## src/rtl/dsp_fir_seq.sv

```systemverilog
// dsp_fir_seq: time-multiplexed FIR engine with NTAPS programmable taps.
// One sample is accepted per handshake. The engine then runs one MAC per cycle
// over the delay line. It finishes with round, shift and saturate, and holds
// the result on a valid/ready output.
module dsp_fir_seq #(
  parameter int NTAPS     = 8,
  parameter int NBITS_A   = 20,
  parameter int NBITS_B   = 18,
  parameter int NBITS_ACC = 64,
  parameter int NBITS_Z   = 38
) (
  input  logic                     clock_i,
  input  logic                     reset_i,
  input  logic                     flush_i,
  input  logic                     in_valid_i,
  output logic                     in_ready_o,
  input  logic [NBITS_B-1:0]       sample_i,
  output logic                     out_valid_o,
  input  logic                     out_ready_i,
  output logic [NBITS_Z-1:0]       z_o,
  input  logic                     coef_we_i,
  input  logic [$clog2(NTAPS)-1:0] coef_addr_i,
  input  logic [NBITS_A-1:0]       coef_data_i,
  input  logic                     unsigned_a_i,
  input  logic                     unsigned_b_i,
  input  logic [5:0]               shift_right_i,
  input  logic                     round_i,
  input  logic                     saturate_enable_i
);

  localparam int AW   = $clog2(NTAPS);
  localparam int IDXW = AW + 1;
  localparam int PW   = NBITS_A + NBITS_B + 2;
  localparam int VW   = NBITS_ACC + 1;

  typedef enum logic [1:0] {IDLE, MAC, OUT} state_t;

  state_t               state;
  logic [NBITS_A-1:0]   coef [NTAPS];
  logic [NBITS_B-1:0]   dly  [NTAPS];
  logic [NBITS_ACC-1:0] acc;
  logic [IDXW-1:0]      idx;

  logic       cfg_unsigned_a;
  logic       cfg_unsigned_b;
  logic [5:0] cfg_shift;
  logic       cfg_round;
  logic       cfg_saturate;

  logic signed [NBITS_A:0] a_ext;
  logic signed [NBITS_B:0] b_ext;
  logic signed [PW-1:0]    prod;
  logic [NBITS_ACC-1:0]    prod_ext;

  logic               signed_mode;
  logic [VW-1:0]      pp_ext;
  logic [VW-1:0]      pp_rnd;
  logic [VW-1:0]      pp_shift;
  logic [NBITS_Z-1:0] z_next;

  // Extend the current tap's operands by one bit and form the signed product.
  // idx reaches NTAPS only in the result cycle, when the product is unused.
  always_comb begin
    a_ext    = {~cfg_unsigned_a & coef[idx[AW-1:0]][NBITS_A-1], coef[idx[AW-1:0]]};
    b_ext    = {~cfg_unsigned_b & dly[idx[AW-1:0]][NBITS_B-1], dly[idx[AW-1:0]]};
    prod     = a_ext * b_ext;
    prod_ext = {{(NBITS_ACC-PW){prod[PW-1]}}, prod};
  end

  // Post-process the finished accumulator: round, shift, then saturate or truncate.
  // The work is done one bit wider than the accumulator so that an unsigned
  // value and its rounding bit both fit.
  always_comb begin
    signed_mode = ~(cfg_unsigned_a & cfg_unsigned_b);
    pp_ext      = {signed_mode & acc[NBITS_ACC-1], acc};
    pp_rnd      = pp_ext;
    if (cfg_round && cfg_shift != 6'd0)
      pp_rnd = pp_ext + (VW'(1) << (cfg_shift - 6'd1));
    if (32'(cfg_shift) >= NBITS_ACC)
      pp_shift = {VW{signed_mode & pp_rnd[VW-1]}};
    else if (signed_mode)
      pp_shift = $unsigned($signed(pp_rnd) >>> cfg_shift);
    else
      pp_shift = pp_rnd >> cfg_shift;
    z_next = pp_shift[NBITS_Z-1:0];
    if (cfg_saturate) begin
      if (signed_mode) begin
        if ((|pp_shift[VW-1:NBITS_Z-1]) && !(&pp_shift[VW-1:NBITS_Z-1]))
          z_next = pp_shift[VW-1] ? {1'b1, {(NBITS_Z-1){1'b0}}}
                                  : {1'b0, {(NBITS_Z-1){1'b1}}};
      end else if (|pp_shift[VW-1:NBITS_Z]) begin
        z_next = '1;
      end
    end
  end

  // Control FSM, delay line, coefficient store and accumulator.
  // flush_i overrides everything except reset.
  always_ff @(posedge clock_i or posedge reset_i) begin
    if (reset_i) begin
      state          <= IDLE;
      in_ready_o     <= 1'b1;
      out_valid_o    <= 1'b0;
      z_o            <= '0;
      acc            <= '0;
      idx            <= '0;
      cfg_unsigned_a <= 1'b0;
      cfg_unsigned_b <= 1'b0;
      cfg_shift      <= '0;
      cfg_round      <= 1'b0;
      cfg_saturate   <= 1'b0;
      for (int k = 0; k < NTAPS; k++) begin
        coef[k] <= '0;
        dly[k]  <= '0;
      end
    end else if (flush_i) begin
      state       <= IDLE;
      in_ready_o  <= 1'b1;
      out_valid_o <= 1'b0;
      acc         <= '0;
      idx         <= '0;
      for (int k = 0; k < NTAPS; k++) dly[k] <= '0;
    end else begin
      case (state)
        IDLE: begin
          if (coef_we_i && (32'(coef_addr_i) < NTAPS))
            coef[coef_addr_i] <= coef_data_i;
          if (in_valid_i) begin
            for (int k = NTAPS - 1; k > 0; k--) dly[k] <= dly[k-1];
            dly[0]         <= sample_i;
            acc            <= '0;
            idx            <= '0;
            cfg_unsigned_a <= unsigned_a_i;
            cfg_unsigned_b <= unsigned_b_i;
            cfg_shift      <= shift_right_i;
            cfg_round      <= round_i;
            cfg_saturate   <= saturate_enable_i;
            in_ready_o     <= 1'b0;
            state          <= MAC;
          end
        end
        MAC: begin
          if (idx == IDXW'(NTAPS)) begin
            z_o         <= z_next;
            out_valid_o <= 1'b1;
            state       <= OUT;
          end else begin
            acc <= acc + prod_ext;
            idx <= idx + IDXW'(1);
          end
        end
        OUT: begin
          if (out_ready_i) begin
            out_valid_o <= 1'b0;
            in_ready_o  <= 1'b1;
            state       <= IDLE;
          end
        end
        default: state <= IDLE;
      endcase
    end
  end

endmodule

```

## config.mk

```make
export PLATFORM = sky130hd
export DESIGN_NAME = dsp_fir_seq
export DESIGN_NICKNAME = d
export VERILOG_FILES = /design/src/rtl/dsp_fir_seq.sv
export SDC_FILE = /design/constraint.sdc
export NUM_CORES = 2
export LEC_CHECK = 0
export BUFFER_PORTS_ARGS = -buffer_cell sky130_fd_sc_hd__buf_2
export CAP_MARGIN = 10
export CORE_MARGIN = 2
export CORE_UTILIZATION = 44
export CTS_BUF_LIST = sky130_fd_sc_hd__clkbuf_16
export DETAILED_ROUTE_END_ITERATION = 8
export PLACE_DENSITY_LB_ADDON = 0.05
export SETUP_SLACK_MARGIN = 0.5
export SYNTH_ARGS = -nofsm -noshare
export SYNTH_HDL_FRONTEND = slang
export SYNTH_SLANG_ARGS = --single-unit
```

## constraint.sdc

```tcl
create_clock -name clock_i -period 18.5 [get_ports clock_i]
set_input_delay 1.85 -clock clock_i [delete_from_list [all_inputs] [get_ports clock_i]]
set_output_delay 1.85 -clock clock_i [all_outputs]
set_load 0.02 [all_outputs]
```

==> impl_metrics.csv <==
group,metric,value,unit
run_status,result_of_the_run,"complete, no violations",
worst_setup_path,worst_stage_delay_on_the_critical_path,0.74,ns
timing,layout_min_cycle_time,13.74,ns
clock_tree,clockBufferDepth,3,
route,detailroute.via_count,40337,
floorplanning,floorplan.die.width,334,um
synth,async_flop_share,100,%
grt,pin_count_of_the_biggest_net_entering_global_routing,124,
grt,grt_pass1_vias,40056,
synth,share_of_the_synthesized_area_in_the_top_cell_type,22.1,%
place,buffer_ports.inserted,96,
route,drt_iter0_markers,3558,
timing,slew_headroom,18.9,%
clock_tree,tritoncts_clock_tree,"yes",
power,power.ir.vdd_worst,0.0852,mV
clock_tree,cts_sinks,424,
job,cap_violations,0,
worst_setup_path,worst_r2r_path_depth,45,
floorplanning,dieArea,111000,sq um
place,gp_congestion,0.975,
clock_tree,cts_htree_levels,2,
place,dp_worst_setup_slack,4.69,ns
timing,hold_ws,0.497,ns
synth,synth_area,47800,sq um
synth,synth_enable_flop_cells,0,
worst_setup_path,critPathCaptureType,"flip-flop",
route,drt-met1-wl,72.8,mm
timing,fin_max_slew_vios,0,
route,topRoutingLayerUsed,"met5",
finish,final_area,51200,sq um
synth,synth_area_per_cell,9.05,sq um
synth,yosys_most_used_dff,"sky130_fd_sc_hd__dfrtp_1",
synth,synth_area_leaders,"sky130_fd_sc_hd__dfrtp_1 (22%), sky130_fd_sc_hd__fa_1 (17%), sky130_fd_sc_hd__ha_1 (6.6%)",
grt,grtUsageTotal,28.1,%
grt,grt_overflow_total,0,
timing,clock-skew-final,0.0446,ns
power,switchingPower,2.97,mW
worst_setup_path,critical_path_peak_fanout,35,
worst_setup_path,crit_path_top_delay_cell,"sky130_fd_sc_hd__dfrtp_4",
hold_path,hold_path_cell_cnt,1,
synth,synth_seq_area_share,22.2,%
route,via_per_inst,6.08,
clock_tree,clkTransAtPathRegs,0.06,ns
timing,timing_hold_violations_final,0,
worst_setup_path,rr_startpoint,"idx[0]",
synth,yosys.cell_types.count,106,
synth,synth_area_leader_cell,"sky130_fd_sc_hd__dfrtp_1",
route,wl_met3,10.9,mm
timing,setup-violations-final,0,
power,power_density,119,nW/um^2
power,internal-power,3.14,mW
timing,fin_crit_sh,74.2,%
clock_tree,clk-insertion-delay-late,0.66,ns
hold_path,timing.hold.worst.class,"flip-flop to flip-flop",
worst_setup_path,startpoint_type,"flip-flop",
timing,worst_pin_slew,1.18,ns
power,fin_total_pwr,6.10,mW
hold_path,worst_hold_startpoint,"dly[6]",
worst_setup_path,worstPathArrival,14.26,ns
worst_setup_path,worstReg2RegEnd,"acc[63]",
place,cell_count_after_placement,6543,
finish,synthToLayoutAreaGrowth,7.04,%
finish,drive_gt1_share,13.0,%
floorplanning,die_height,334,um
clock_tree,cts-buffers-inserted,51,
grt,grt_antenna_before_repair,12,
route,drtPass1Iterations,8,
finish,fillers,10510,
finish,final_net_count,5907,
worst_setup_path,crit_family,"compound AO/OA/AOI/OAI gates",
worst_setup_path,reg2reg_setup_slack,4.76,ns
synth,syn-num-nets,6000,
route,routed_wl,156,mm
worst_setup_path,critical_path_buf_inv_count,5,
timing,timing.setup.tns,0,ns
power,seq_power_share,20.2,%
route,drtAntennaViolNets,0,
worst_setup_path,worst-endpoint-required,19.03,ns
timing,grt_setup_unrepaired,"false",
finish,layout.core_utilization,47.6,%
clock_tree,holdBufCountCts,0,
place,placed_cell_area,49500,sq um
synth,synth_warnings,0,
synth,ys_seq_elements,424,
floorplanning,std_cell_rows,120,
power,p_comb_share,63.1,%
floorplanning,coreArea,108000,sq um
clock_tree,postCtsSetupRepairBufs,0,
power,clock_power_share,16.6,%
power,power.switching_fraction,48.6,%
floorplanning,start_util,44.5,%
clock_tree,cts-resized-gates,0,
floorplanning,io_pins,97,
route,drt_drc_violations_left,0,
route,routed_length_on_met2,67.8,mm
place,hpwl,119,mm
clock_tree,clock-root-buffer,"sky130_fd_sc_hd__clkbuf_16",
timing,max_freq,72.8,MHz
route,route.detailed.wl_per_inst,23.5,um
finish,final_cells,6637,
timing,final.setup.worst_slack,4.76,ns
power,leakagePower,23.2,nW
worst_setup_path,cp_common_cell,"sky130_fd_sc_hd__a21oi_1",
synth,postSynthCellCount,5286,
grt,wire_length_of_the_first_global_routing_pass,245,mm
worst_setup_path,worst-setup-path-type,"flip-flop to flip-flop",
hold_path,worst_hold_path.endpoint,"dly[6]",
-- cells in the mapped netlist, types with 45 or more instances --
library cell / number
sky130_fd_sc_hd__buf_1: 58
sky130_fd_sc_hd__a21oi_1: 302
sky130_fd_sc_hd__a22o_1: 159
sky130_fd_sc_hd__and2_1: 77
sky130_fd_sc_hd__nor2_1: 431
sky130_fd_sc_hd__a21o_1: 72
sky130_fd_sc_hd__nor3_1: 81
sky130_fd_sc_hd__mux2_2: 236
sky130_fd_sc_hd__xnor2_1: 84
sky130_fd_sc_hd__nand3_1: 71
sky130_fd_sc_hd__dfrtp_1: 423
sky130_fd_sc_hd__a211oi_1: 71
sky130_fd_sc_hd__nand2_1: 570
sky130_fd_sc_hd__o21ai_0: 258
sky130_fd_sc_hd__mux4_2: 98
sky130_fd_sc_hd__fa_1: 406
sky130_fd_sc_hd__nand4_1: 51
sky130_fd_sc_hd__nor2b_1: 45
sky130_fd_sc_hd__inv_1: 520
sky130_fd_sc_hd__clkbuf_1: 231
sky130_fd_sc_hd__xor2_1: 57
sky130_fd_sc_hd__ha_1: 251
sky130_fd_sc_hd__mux2i_1: 106
-- layout make-up --
type / instances / area, sq um / area share, %
tap: 1403 / 1760 / 3.43
antenna: 1 / 2.50 / 0.00489
clock buffer: 51 / 1280 / 2.49
sequential: 424 / 10600 / 20.8
clock inverter: 42 / 395 / 0.772
inverter: 525 / 1980 / 3.86
timing repair buffer: 176 / 1080 / 2.11
multi-input combinational: 4015 / 34100 / 66.6
-- worst register-to-register path, delay by kind of cell (launching register included) --
family / cells / cell delay [ns]
buf+inv: 5 / 1.28
compound gates: 22 / 5.80
mux: 2 / 1.09
flops: 1 / 0.74
fa+ha+maj: 9 / 3.31
xor+xnor: 2 / 0.24
simple gates: 5 / 1.18
-- sequential cells by signal (all words and copies together), names as in the netlist --
name,count
cfg_round,1
idx,4
state,2
z_o,38
cfg_unsigned_a,1
cfg_saturate,1
cfg_shift,6
dly,144
coef,160
in_ready_o,1
acc,64
out_valid_o,1
cfg_unsigned_b,1
-- routing by layer --
layer,global-route usage [%],vias up
li1,-,18357
met1,41.8,20364
met2,42.8,1394
met3,4.04,214
met4,7.09,8
met5,0,-
-- worst max-delay path by stage --
stage	from	end	depth (start not counted)
after CTS	idx[0]	acc[63]	45
after global placement	idx[0]	acc[63]	45
after detailed placement	idx[0]	acc[63]	45
after global routing	idx[0]	acc[63]	45
after floorplan	reset_i	acc[0]	1
final	idx[0]	acc[63]	45
-- placed cells by master (no fill, tap or decap), types with 98 or more instances in the layout --
master and n:
sky130_fd_sc_hd__dfrtp_1 414, sky130_fd_sc_hd__o21ai_0 258, sky130_fd_sc_hd__mux2_2 236, sky130_fd_sc_hd__mux4_2 98
sky130_fd_sc_hd__a22o_1 159, sky130_fd_sc_hd__nor2_1 428, sky130_fd_sc_hd__fa_1 406, sky130_fd_sc_hd__inv_1 529
sky130_fd_sc_hd__ha_1 251, sky130_fd_sc_hd__mux2i_1 100, sky130_fd_sc_hd__nand2_1 569, sky130_fd_sc_hd__a21oi_1 302
-- kinds of logic after synthesis --
| group | after synthesis | synth area share (%) |
|---|---|---|
| compound gates | 1270 | 18.2 |
| xor+xnor | 141 | 2.58 |
| fa+ha+maj | 657 | 23.6 |
| buf+inv | 847 | 6.76 |
| flops | 424 | 22.2 |
| mux | 441 | 12.4 |
| simple gates | 1506 | 14.3 |
-- power groups by stage --
stage,sequential (mW),combinational (mW),clock (mW)
after floorplan,1.16,2.85,0
after global placement,1.24,3.78,0
after detailed placement,1.25,3.79,0
after CTS,1.23,3.82,1.05
after global routing,1.25,4.29,1.08
final,1.23,3.85,1.02
Power figures use the tool's default switching activity.
